<file path="config.mk">
export PLATFORM = sky130hd
export DESIGN_NAME = gfx_line_stream
export DESIGN_NICKNAME = d
export VERILOG_FILES = /design/src/rtl/gfx_line_stream_pkg.sv /design/src/rtl/gfx_line_step.sv /design/src/rtl/gfx_line_stream.sv
export SDC_FILE = /design/constraint.sdc
export NUM_CORES = 1
export LEC_CHECK = 0
export CAP_MARGIN = 20
export CORE_MARGIN = 2
export CORE_UTILIZATION = 45
export CTS_BUF_LIST = sky130_fd_sc_hd__clkbuf_16
export DETAILED_ROUTE_END_ITERATION = 7
export PLACE_DENSITY = 0.66
export SLEW_MARGIN = 0
export SYNTH_ARGS = -nofsm -noshare
export SYNTH_HDL_FRONTEND = slang
export SYNTH_SLANG_ARGS = --single-unit
export TNS_END_PERCENT = 50
</file>
<file path="constraint.sdc">
create_clock -name clk -period 4.7 [get_ports clk]
set_clock_uncertainty 0.05 [all_clocks]
set_input_delay 0.705 -clock clk [delete_from_list [all_inputs] [get_ports clk]]
set_output_delay 0.705 -clock clk [all_outputs]
set_load 0.05 [all_outputs]
</file>
<file path="src/rtl/gfx_line_stream_pkg.sv">
// Shared definitions for the gfx line rasteriser: FSM states, default
// framebuffer size and the coordinate-width helper.
package gfx_line_stream_pkg;

  typedef enum logic {
    IDLE,
    DRAW
  } line_state_t;

  localparam int DEF_FB_WIDTH  = 640;
  localparam int DEF_FB_HEIGHT = 480;

  // Bits needed to hold a coordinate in 0..n-1, never less than one.
  function automatic int coord_bits(input int n);
    return (n <= 2) ? 1 : $clog2(n);
  endfunction

endpackage

</file>
<file path="src/rtl/gfx_line_step.sv">
// Combinational Bresenham step: given the current point and error term,
// produce the next point and error. Reusable by other edge walkers.
module gfx_line_step #(
  parameter int XW = 10,
  parameter int YW = 9,
  parameter int EW = 12
) (
  input  logic [XW-1:0]        x,
  input  logic [YW-1:0]        y,
  input  logic signed [EW-1:0] err,
  input  logic signed [EW-1:0] dx,
  input  logic signed [EW-1:0] dy,
  input  logic                 sx_neg,
  input  logic                 sy_neg,
  output logic [XW-1:0]        x_next,
  output logic [YW-1:0]        y_next,
  output logic signed [EW-1:0] err_next
);

  logic signed [EW:0] e2;
  logic signed [EW:0] dx_w;
  logic signed [EW:0] dy_w;
  logic               step_x;
  logic               step_y;

  // e2 carries one extra bit so 2*err never overflows.
  assign e2   = $signed({err, 1'b0});
  assign dx_w = $signed({dx[EW-1], dx});
  assign dy_w = $signed({dy[EW-1], dy});

  assign step_x = (e2 >= dy_w);
  assign step_y = (e2 <= dx_w);

  assign err_next = err + (step_x ? dy : '0) + (step_y ? dx : '0);
  assign x_next   = step_x ? (sx_neg ? x - 1'b1 : x + 1'b1) : x;
  assign y_next   = step_y ? (sy_neg ? y - 1'b1 : y + 1'b1) : y;

endmodule

</file>
<file path="src/rtl/gfx_line_stream.sv">
// All-octant Bresenham line rasteriser on a valid/ready pixel stream.
// Optional macro GFX_LINE_STREAM_CLIP_EN suppresses off-framebuffer pixels.
module gfx_line_stream
  import gfx_line_stream_pkg::*;
#(
  parameter int FB_WIDTH  = DEF_FB_WIDTH,
  parameter int FB_HEIGHT = DEF_FB_HEIGHT,
  parameter int X_BITS    = coord_bits(FB_WIDTH),
  parameter int Y_BITS    = coord_bits(FB_HEIGHT)
) (
  input  logic              clk,
  input  logic              reset,
  input  logic              start,
  input  logic [X_BITS-1:0] x0,
  input  logic [Y_BITS-1:0] y0,
  input  logic [X_BITS-1:0] x1,
  input  logic [Y_BITS-1:0] y1,
  output logic              pixel_valid,
  input  logic              pixel_ready,
  output logic [X_BITS-1:0] x,
  output logic [Y_BITS-1:0] y,
  output logic              pixel_last,
  output logic              busy,
  output logic              done
);

  localparam int EW = X_BITS + 2;

  line_state_t        state, state_nxt;
  logic [X_BITS-1:0]  x_q, x_nxt, x1_q, x1_nxt, step_x;
  logic [Y_BITS-1:0]  y_q, y_nxt, y1_q, y1_nxt, step_y;
  logic signed [EW-1:0] err_q, err_nxt, dx_q, dx_nxt, dy_q, dy_nxt, step_err;
  logic signed [EW-1:0] ddx, ddy;
  logic               sxn_q, sxn_nxt, syn_q, syn_nxt;
  logic               end_q, end_nxt, done_q, done_nxt;
  logic               visible, advance;

  gfx_line_step #(.XW(X_BITS), .YW(Y_BITS), .EW(EW)) u_step (
    .x        (x_q),
    .y        (y_q),
    .err      (err_q),
    .dx       (dx_q),
    .dy       (dy_q),
    .sx_neg   (sxn_q),
    .sy_neg   (syn_q),
    .x_next   (step_x),
    .y_next   (step_y),
    .err_next (step_err)
  );

`ifdef GFX_LINE_STREAM_CLIP_EN
  assign visible = (int'(x_q) < FB_WIDTH) && (int'(y_q) < FB_HEIGHT);
`else
  assign visible = 1'b1;
`endif

  // Invisible (clipped) pixels step freely; visible ones wait for the sink.
  assign advance = (state == DRAW) && (!visible || pixel_ready);

  assign ddx = $signed({2'b00, x1}) - $signed({2'b00, x0});
  assign ddy = $signed({{(EW-Y_BITS){1'b0}}, y1}) - $signed({{(EW-Y_BITS){1'b0}}, y0});

  always_comb begin
    state_nxt = state;
    x_nxt     = x_q;
    y_nxt     = y_q;
    x1_nxt    = x1_q;
    y1_nxt    = y1_q;
    err_nxt   = err_q;
    dx_nxt    = dx_q;
    dy_nxt    = dy_q;
    sxn_nxt   = sxn_q;
    syn_nxt   = syn_q;
    end_nxt   = end_q;
    done_nxt  = 1'b0;
    case (state)
      IDLE: begin
        if (start) begin
          dx_nxt    = (ddx < 0) ? -ddx : ddx;
          dy_nxt    = (ddy < 0) ? ddy : -ddy;
          err_nxt   = ((ddx < 0) ? -ddx : ddx) + ((ddy < 0) ? ddy : -ddy);
          sxn_nxt   = !(x0 < x1);
          syn_nxt   = !(y0 < y1);
          x_nxt     = x0;
          y_nxt     = y0;
          x1_nxt    = x1;
          y1_nxt    = y1;
          end_nxt   = (x0 == x1) && (y0 == y1);
          state_nxt = DRAW;
        end
      end
      DRAW: begin
        if (advance) begin
          if (end_q) begin
            done_nxt  = 1'b1;
            state_nxt = IDLE;
          end else begin
            x_nxt   = step_x;
            y_nxt   = step_y;
            err_nxt = step_err;
            end_nxt = (step_x == x1_q) && (step_y == y1_q);
          end
        end
      end
      default: state_nxt = IDLE;
    endcase
  end

  always_ff @(posedge clk) begin
    if (reset) begin
      state  <= IDLE;
      x_q    <= '0;
      y_q    <= '0;
      x1_q   <= '0;
      y1_q   <= '0;
      err_q  <= '0;
      dx_q   <= '0;
      dy_q   <= '0;
      sxn_q  <= 1'b0;
      syn_q  <= 1'b0;
      end_q  <= 1'b0;
      done_q <= 1'b0;
    end else begin
      state  <= state_nxt;
      x_q    <= x_nxt;
      y_q    <= y_nxt;
      x1_q   <= x1_nxt;
      y1_q   <= y1_nxt;
      err_q  <= err_nxt;
      dx_q   <= dx_nxt;
      dy_q   <= dy_nxt;
      sxn_q  <= sxn_nxt;
      syn_q  <= syn_nxt;
      end_q  <= end_nxt;
      done_q <= done_nxt;
    end
  end

  assign busy        = (state == DRAW);
  assign pixel_valid = busy && visible;
  assign pixel_last  = busy && visible && end_q;
  assign x           = x_q;
  assign y           = y_q;
  assign done        = done_q;

endmodule

</file>
# Yosys cells after proc, flatten, opt, wreduce, memory -nomap -nowiden
# Index checks and enable logic that the tools add are counted.
# Widths: inputs -> output; s select.
[op_classes]
n_addsub = 11
order_cmp = 6
eq_ne = 7
mux = 29
bitwise = 2
n_reduce_logical = 10
[ops]
columns = ["cell", "n"]
rows = [
  ["$mux 12", 7],
  ["$mux 10", 5],
  ["$mux 9", 5],
  ["$add 12x12->12", 3],
  ["$pmux 12 s2", 1],
  ["$eq 10x10->1", 2],
  ["$pmux 10 s2", 1],
  ["$eq 9x9->1", 2],
  ["$pmux 9 s2", 1],
  ["$ge 13x12->1", 1],
  ["$le 13x12->1", 1],
  ["$neg 10->12", 1],
  ["$neg 11->12", 1],
  ["$lt 11x1->1 const B", 1],
  ["$sub 10x10->11", 1],
  ["$add 10x1->10 const B", 1],
  ["$lt 10x1->1 const B", 1],
  ["$lt 10x10->1", 1],
  ["$sub 10x1->10 const B", 1],
  ["$sub 9x9->10", 1],
  ["$add 9x1->9 const B", 1],
  ["$lt 9x9->1", 1],
  ["$sub 9x1->9 const B", 1],
  ["$mux 1", 7],
  ["9 further kinds", 17],
]
[totals]
register_bits = 79
out_inout_bits = 23

# Depth between registers and ports, before layout
# Gate-level depths: netlist of the first run.
[logic_depth]
ltp_word = 8
mapped_depth = 24
depth_no_buf = 22

# Modules after synthesis
# A second synthesis of the first run with hierarchy kept.
[hier_totals]
hier_cells = 957
hier_area_um2 = 7511.0
[by_module_without_submodules]
columns = ["mod", "n_inst", "cells_per_inst", "area_each_um2", "seq_area_each_um2"]
rows = [
  ["gfx_line_stream", 1, 648, 5172.5, 1581.5],
  ["gfx_line_step", 1, 309, 2338.5, 0.0],
]

# Worst setup path before layout of the first run
# No wires, ideal clock.
[synth_timing]
path_kind = "reg-to-reg"
start = "reg err_q[5]"
end = "reg err_q[11]"
arrival_time_ns = 4.709
slack_ns = -0.191
path_stages_with_launch = 24
path_buffers = 3
cell_sequence = "dfxtp_1 > ha_1 > a211oi_2 > nor3_1 > or4_4 > o21bai_1 > and3b_1 > buf_6 > clkbuf_1 > clkbuf_1 > nor2_1 > fa_1 > ha_1 > inv_1 > fa_1 > nor2b_1 > o21ai_0 > a21boi_0 > o21ai_0 > a21oi_1 > nand3_1 > and3_1 > mux2i_1 > a21oi_1"
[synth_between]
elab_chain_cells = 7
word_cells_on_any_way = 9
classes_between = "add/sub (2); order compare (2); mux (5)"
[synth_rtl]
columns = ["item", "line", "rtl"]
rows = [
  ["from (decl)", "gfx_line_stream.sv:32", "logic signed [EW-1:0] err_q, err_nxt, dx_q, dx_nxt, dy_q, dy_nxt, step_err;"],
  ["from (signal assigned)", "gfx_line_stream.sv:129", "err_q <= err_nxt;"],
  ["$ge 13x12->1", "gfx_line_step.sv:31", "assign step_x = (e2 >= dy_w);"],
  ["$mux 12", "gfx_line_step.sv:34", "assign err_next = err + (step_x ? dy : '0) + (step_y ? dx : '0);"],
  ["$add 12x12->12", "gfx_line_step.sv:34", ""],
  ["$add 12x12->12 *", "gfx_line_step.sv:34", ""],
  ["$mux 12 *", "gfx_line_stream.sv:94", "if (end_q) begin"],
  ["$mux 12 *", "gfx_line_stream.sv:93", "if (advance) begin"],
  ["$pmux 12 s2 *", "gfx_line_stream.sv:76", "case (state)"],
]
# Mark *: on every way between the ends. The rest lies on a longest branch, timed or not. The select of a mux whose other input is x is not followed.
# A chain may end at the register's enable or synchronous reset.

# Worst setup path after layout of the first run
[layout_timing]
start = "reg dx_q[6]"
end = "reg err_q[11]"
[layout_between]
elab_chain_cells = 6
[layout_rtl]
columns = ["item", "line", "rtl"]
rows = [
  ["from (decl)", "gfx_line_stream.sv:32", ""],
  ["from (signal assigned)", "gfx_line_stream.sv:130", "dx_q <= dx_nxt;"],
  ["$le 13x12->1", "gfx_line_step.sv:32", "assign step_y = (e2 <= dx_w);"],
  ["$mux 12 *", "gfx_line_step.sv:34", ""],
  ["$add 12x12->12 *", "gfx_line_step.sv:34", ""],
  ["$mux 12 *", "gfx_line_stream.sv:94", ""],
  ["$mux 12 *", "gfx_line_stream.sv:93", ""],
  ["$pmux 12 s2 *", "gfx_line_stream.sv:76", ""],
]
# Marks and branches as above.

==> metrics.cfg, run 1 <==
[worst_setup_path]
startpoint = dx_q[6]$_SDFFE_PP0P_
slowest_delay_ns = 0.58
cp_max_fo = 3
cp.required_ns = 4.85
cp-start-kind = register
reg2reg_from = dx_q[6]$_SDFFE_PP0P_
crit_type = reg -> reg
crit_chain = inv_1 -> ha_4 -> a211oi_2 -> nor3_2 -> or4_4 -> o21bai_1 -> and3b_2 -> nor2_1 -> fa_1 -> ha_2 -> inv_1 -> fa_2 -> nor2b_2 -> o21ai_2 -> a21boi_2 -> o21ai_2 -> a21oi_2 -> nand3_2 -> and3_1 -> mux2i_1 -> a21oi_1
cp-end-kind = register
critPathSlowestCell = or4_4
arrival_ns = 4.71

[die]
die_x_um = 131.0
die_h_um = 131.0
core_um2 = 15830
fp-row-count = 46
io_pins = 65
dieArea_um2 = 17150
initial_core_util_pct = 45.83

[logic_synthesis]
ys.flop_type = dfxtp_1
syn_area_per_cell_um2 = 7.685
yosysWarnings = 0
synth_top_area_cell = dfxtp_1
synth-seq-area-share_pct = 21.80
synth_most_common_cell = nor2_1
synth_cell_types = 69
synthCells = 944
ys_ff_latch = 79
synth.area.top_cells = dfxtp_1 22%, ha_1 14%, nor2_1 6.2%
synth_common_cells = 120 x nor2_1, 100 x nand2_1, 81 x ha_1
mappedNetlistArea_um2 = 7254
syn_nets = 1084
synth_edf_count = 0
async_flop_share_pct = 0
synthDominantCellAreaShare_pct = 21.80

[cts]
clk_pin_slew_ns = 0.07
cts_tree = done
clk_path_buf_depth = 2
cts_hold_buf = 0
clkLatencyLatePin_ns = 0.35
h-tree-depth = 3
clock-sinks = 79
numCtsBuffers = 9
clock-root-buffer = clkbuf_16

[timing]
finalHoldViolations = 0
setup_slack_ns = 0.1362
clock.fmax_mhz = 219.1
timing.max_slew.rel_slack_pct = 34.27
period_minus_slack_ns = 4.564
slew_viol_final = 0
worst_hold_slack_ns = 0.4027
fin_crit_sh_pct = 97.10
setup_violations = 0
worstMarginPinSlew_ns = 0.9849
setup-tns-final_ns = 0

[power_and_ir_drop]
ir_worst_vdd_v = 0.0002451
power_mw = 4.383
leakage_nw = 4.319
power.density_nw_per_um2 = 451.4

[drt]
ant_nets = 0
drc_errors = 0
wl_um = 22280
vias = 7416
viasPerCell = 5.530
avgRoutedWirePerCell_um = 16.61
drtPass1Iterations = 7
drt_iter0_markers = 535

[cells_and_area]
fillers = 1441
syn_to_final_growth_pct = 33.84
post-route-util_pct = 61.34
layout-drive-gt1-share_pct = 20.98
layout.nets = 1260
n_antenna_cell = 0

[grt]
grt_pass1_vias = 6814
gr-total-overflow = 0
antenna_found_initial = 0
grt_use_total_pct = 25.68
grt_max_degree = 69
grt_pass1_wl_um = 34330

[hold_path]
min_from = dx_q[10]$_SDFFE_PP0P_
min_path_type = reg -> reg

[placed_design]
place_hpwl_um = 16790
gp_congestion = 0.8716
pre_cts_slack_ns = -0.6514
io_buffer_count = 64

[status]
status = completed

[run]
cap_violations = 0

## where the power goes
group,switching [mW],internal (mW)
Clock,0.295,0.457
Sequential,0.0889,0.754
Combinational,1.51,1.27
## worst paths after layout
check / endpoint / slack (ns) / cells past startpoint
worst max-delay path: err_q[11]$_SDFFE_PP0P_ / 0.14 / 21
worst min-delay path: dx_q[10]$_SDFFE_PP0P_ / 0.40 / 2
worst max register to register: err_q[11]$_SDFFE_PP0P_ / 0.14 / 21
worst min register to register: dx_q[10]$_SDFFE_PP0P_ / 0.40 / 2
## per-layer routing
layer / wire [um] / track usage (%) / share of wire, %
met1: 10630 / 36.15 / 48
met4: 373 / 7.447 / 1.7
met5: 0 / 0 / 0
met2: 10310 / 40.87 / 46
met3: 961 / 3.868 / 4.3
## cell families after synthesis
group / synth area share [%]
and+or+nand+nor: 19.63
AOI/OAI and AO/OA: 23.54
buffers and inverters: 6.261
adders and majority gates: 18.66
DFF: 21.80
xor gates and xnor gates: 9.141
muxes: 0.9659
## worst max-delay path, delay by kind of cell (launching register included)
kind	cells	cell delay (ns)
and+or+nand+nor	7	1.41
DFF	1	0.30
AOI/OAI and AO/OA	7	1.08
adders and majority gates	4	1.25
muxes	1	0.14
buffers and inverters	2	0.15
## sequential cells by signal, indices dropped and copies added (netlist names)
name	count
x	10
dx_q	12
done	1
y1_q	9
busy	1
dy_q	12
syn_q	1
x1_q	10
err_q	12
end_q	1
sxn_q	1
y	9
## final cells by class
class	instances	area (um^2)	area share [%]
Multi-Input combinational cell	747	5559	57.26
Inverter	80	300.3	3.093
Clock inverter	7	80.08	0.8247
Clock buffer	9	225.2	2.320
Sequential cell	79	1584	16.31
Tap cell	216	270.3	2.784
Timing Repair Buffer	203	1690	17.41
## what timing repair did
item | 4_1_cts | 5_1_grt
pin swaps | 7 | 46
endpoints found under the setup margin | 6 | 6
gates resized for setup | 11 | 68
buffers inserted | 0 | 6
## layout by cell type, fill, tap and decap left out, drive strengths merged, types with 12 or more instances in the layout
master,netlist,routed
ha,81,81
nor2,120,120
buf,6,140
a21o,13,13
fa,17,17
o22ai,12,12
clkdlybuf4s50,0,60
a211oi,34,34
xor2,23,23
nor3,20,20
inv,80,82
xnor2,50,50
nand2,100,100
a21oi,77,77
dfxtp,79,79
o21ai,30,30
nor2b,13,13
## metrics by stage
step	area, um^2	instances
global placement	9020	1319
detailed placement	9020	1319
finish	9709	1341
global route	9709	1341
CTS	9351	1335
floorplan	7258	944
Power figures use the tool's default switching activity.
==> run 2: changes to the inputs <==
Settings changed: PLACE_DENSITY 0.66 to 0.64.
Clock period 4.7 ns to 4.3 ns, I/O delays scaled along.
==> run 2 against run 1 <==
  * Non-clock buffer count rose by 48
  * Combinational power rose by 15%
  * Die area unchanged
  * Critical endpoint is now err_q[5]$_SDFFE_PP0P_
  * The flow now finishes with violations (negative setup slack)
  * Sequential power up 8.4%
==> metrics.cfg, run 2 (synthesized netlist as in run 1, its figures left out) <==
[status]
status = finished, violations left  ; was completed
violations = negative setup slack

[worst_setup_path]
path_buf_inv = 9  ; was 2
r2r_cells = 22  ; was 21
crit_type = reg -> reg  ; unchanged
r2r_slack_ns = -0.15  ; was 0.14 ns
cpLargestDelayFamily = simple AND/OR/NAND/NOR gates  ; unchanged
cpMostUsedCell = buf_4
cp_max_fo = 6  ; was 3
cp.required_ns = 4.52  ; was 4.85 ns
reg2reg_from = dx_q[11]$_SDFFE_PP0P_  ; was dx_q[6]$_SDFFE_PP0P_
slowest_delay_ns = 0.47  ; was 0.58 ns
critPathSlowestCell = fa_1  ; was or4_4
cp-end-kind = register  ; unchanged
crit_chain = inv_4 -> ha_4 -> nand4_1 -> buf_4 -> nor2_1 -> or4_4 -> nor4b_4 -> and3b_2 -> buf_4 -> buf_6 -> nor2_1 -> fa_1 -> ha_4 -> a21boi_2 -> buf_4 -> buf_4 -> buf_4 -> buf_4 -> buf_4 -> nor3_4 -> a211oi_1 -> nor3_1  ; was inv_1 -> ha_4 -> a211oi_2 -> nor3_2 -> or4_4 -> o21bai_1 -> and3b_2 -> nor2_1 -> fa_1 -> ha_2 -> inv_1 -> fa_2 -> nor2b_2 -> o21ai_2 -> a21boi_2 -> o21ai_2 -> a21oi_2 -> nand3_2 -> and3_1 -> mux2i_1 -> a21oi_1
r2r-end = err_q[5]$_SDFFE_PP0P_  ; was err_q[11]$_SDFFE_PP0P_
arrival_ns = 4.67  ; was 4.71 ns
cp-start-kind = register  ; unchanged
crit_cells = 22  ; was 21

[grt]
grt_pass1_vias = 6970  ; was 6814
grt_pass1_wl_um = 35180  ; was 34330 um
antenna_found_initial = 0  ; unchanged
gr-total-overflow = 0  ; unchanged
grt_max_degree = 69  ; unchanged
grt_use_total_pct = 26.40  ; was 25.68%

[drt]
avgRoutedWirePerCell_um = 16.27  ; was 16.61 um
wl_um = 22600  ; was 22280 um
viasPerCell = 5.425  ; was 5.530
drtPass1Iterations = 5  ; was 7
drt_iter0_markers = 491  ; was 535
vias = 7536  ; was 7416
drc_errors = 0  ; unchanged
ant_nets = 0  ; unchanged

[die]
io_pins = 65  ; unchanged
initial_core_util_pct = 45.83  ; unchanged
die_h_um = 131.0  ; unchanged
core_um2 = 15830  ; unchanged
die_x_um = 131.0  ; unchanged
dieArea_um2 = 17150  ; unchanged
fp-row-count = 46  ; unchanged

[cts]
clkLatencyLatePin_ns = 0.36  ; was 0.35 ns
clock-root-buffer = clkbuf_16  ; unchanged
cts_tree = done  ; unchanged
h-tree-depth = 3  ; unchanged
clk_path_buf_depth = 2  ; unchanged
clk_pin_slew_ns = 0.06  ; was 0.07 ns
clock-sinks = 79  ; unchanged
numCtsBuffers = 9  ; unchanged

[placed_design]
place_hpwl_um = 17230  ; was 16790 um
pre_cts_slack_ns = -0.8340  ; was -0.6514 ns
dpl_cell_area_um2 = 9423  ; was 9020 um^2
gp_congestion = 0.9179  ; was 0.8716
io_buffer_count = 64  ; unchanged

[hold_path]
min_path_type = reg -> reg  ; unchanged
holdPathStages = 2  ; unchanged
holdPathEnd = dx_q[2]$_SDFFE_PP0P_  ; was dx_q[10]$_SDFFE_PP0P_
min_from = dx_q[2]$_SDFFE_PP0P_  ; was dx_q[10]$_SDFFE_PP0P_

[cells_and_area]
layout.nets = 1308  ; was 1260
fillers = 1428  ; was 1441
n_antenna_cell = 0  ; unchanged
design_area_um2 = 10140  ; was 9709 um^2
reg_top3 = dx_q (12), dy_q (12), err_q (12)  ; unchanged
syn_to_final_growth_pct = 39.81  ; was 33.84%
layout-drive-gt1-share_pct = 25.58  ; was 20.98%
final_cell_mix = 185 x buf_4, 116 x nor2_1, 98 x nand2_1  ; was 138 x buf_4, 113 x nor2_1, 99 x nand2_1
final_common_cell = buf_4  ; unchanged

[power_and_ir_drop]
p_switching_mw = 2.127  ; was 1.897 mW
p_seq_share_pct = 18.4  ; was 19.2%
ir_worst_vdd_v = 0.0002769  ; was 0.0002451 V
netSwitchingFraction_pct = 42.85  ; was 43.29%
p_comb_share_pct = 64.4  ; was 63.6%
leakage_nw = 4.544  ; was 4.319 nW
clock_power_share_pct = 17.1  ; was 17.2%
power.density_nw_per_um2 = 489.5  ; was 451.4 nW/um^2
power.internal_mw = 2.838  ; was 2.486 mW

[timing]
clock.fmax_mhz = 224.5  ; was 219.1 MHz
fin_crit_sh_pct = 103.6  ; was 97.10%
setup_violations = 6  ; was 0
finalHoldViolations = 0  ; unchanged
timing.max_slew.rel_slack_pct = 44.31  ; was 34.27%
slew_viol_final = 0  ; unchanged
worstMarginPinSlew_ns = 0.8353  ; was 0.9849 ns
rsz0062_at_grt = yes
period_minus_slack_ns = 4.454  ; was 4.564 ns
setup_slack_ns = -0.1543  ; was 0.1362 ns
setup-tns-final_ns = -0.7417  ; was 0 ns

[run]
cap_violations = 0  ; unchanged

run 2: cell types whose count changed in the layout (fill, tap and decap cells not counted), moves of 3 or more:
| cell | change |
|---|---|
| dfxtp_1 | -8 |
| nor2_1 | +3 |
| dfxtp_2 | +8 |
| inv_2 | +3 |
| inv_1 | -5 |
| buf_4 | +47 |
| dlygate4sd2_1 | +3 |
| dlymetal6s2s_1 | -3 |
run 2: power by group through the flow:
stage / clock network (mW) / logic (mW) / registers, mW
after floorplan: 0 / 1.75 / 1.03
after global placement: 0 / 2.89 / 0.928
after detailed placement: 0 / 2.91 / 0.929
after CTS: 0.860 / 3.06 / 0.914
after global routing: 0.880 / 3.49 / 0.927
final: 0.851 / 3.20 / 0.914
run 2: layout make-up:
class	instances	area (um^2)	share of cell area (%)
timing repair buffer	251	2043	20.15
sequential	79	1594	15.72
clock inverter	7	88.84	0.8759
multi-input combinational	747	5618	55.39
clock buffer	9	225.2	2.221
inverter	80	302.8	2.985
tap	216	270.3	2.665
run 2: worst max path at each step:
stage	to	from
floorplan	err_q[11]$_SDFFE_PP0P_	err_q[8]$_SDFFE_PP0P_
global placement	err_q[9]$_SDFFE_PP0P_	x0[0]
detailed placement	err_q[8]$_SDFFE_PP0P_	x0[0]
CTS	err_q[11]$_SDFFE_PP0P_	y0[1]
global route	err_q[11]$_SDFFE_PP0P_	dx_q[3]$_SDFFE_PP0P_
finish	err_q[5]$_SDFFE_PP0P_	dx_q[11]$_SDFFE_PP0P_
run 2: per-layer routing:
metal / GRT usage [%] / routed length (um)
met5: 0 / 0
met4: 5.945 / 324
met3: 4.031 / 1264
met2: 42.21 / 10240
met1: 37.59 / 10780
run 2: tightest hold or removal path: stages, from the launching register on:
cell	delay, ns
dfxtp_1	0.31
nand2_1	0.05
a21oi_1	0.05
run 2: repair_timing:
item,4_1_cts,5_1_grt
endpoints found under the setup margin,7,7
buffers inserted,14,2
pin swaps,42,14
gates resized for setup,45,21
hold buffers,0,0
run 2: metrics by stage:
step,total power [mW],cells,utilization [%],hold slack (ns)
detailed placement,3.837,1357,59.53,0.3973
floorplan,2.782,944,-,0.3863
finish,4.965,1389,64.08,0.4057
global placement,3.814,1357,59.53,0.3946
CTS,4.831,1387,63.25,0.4058
global route,5.300,1389,64.08,0.4442
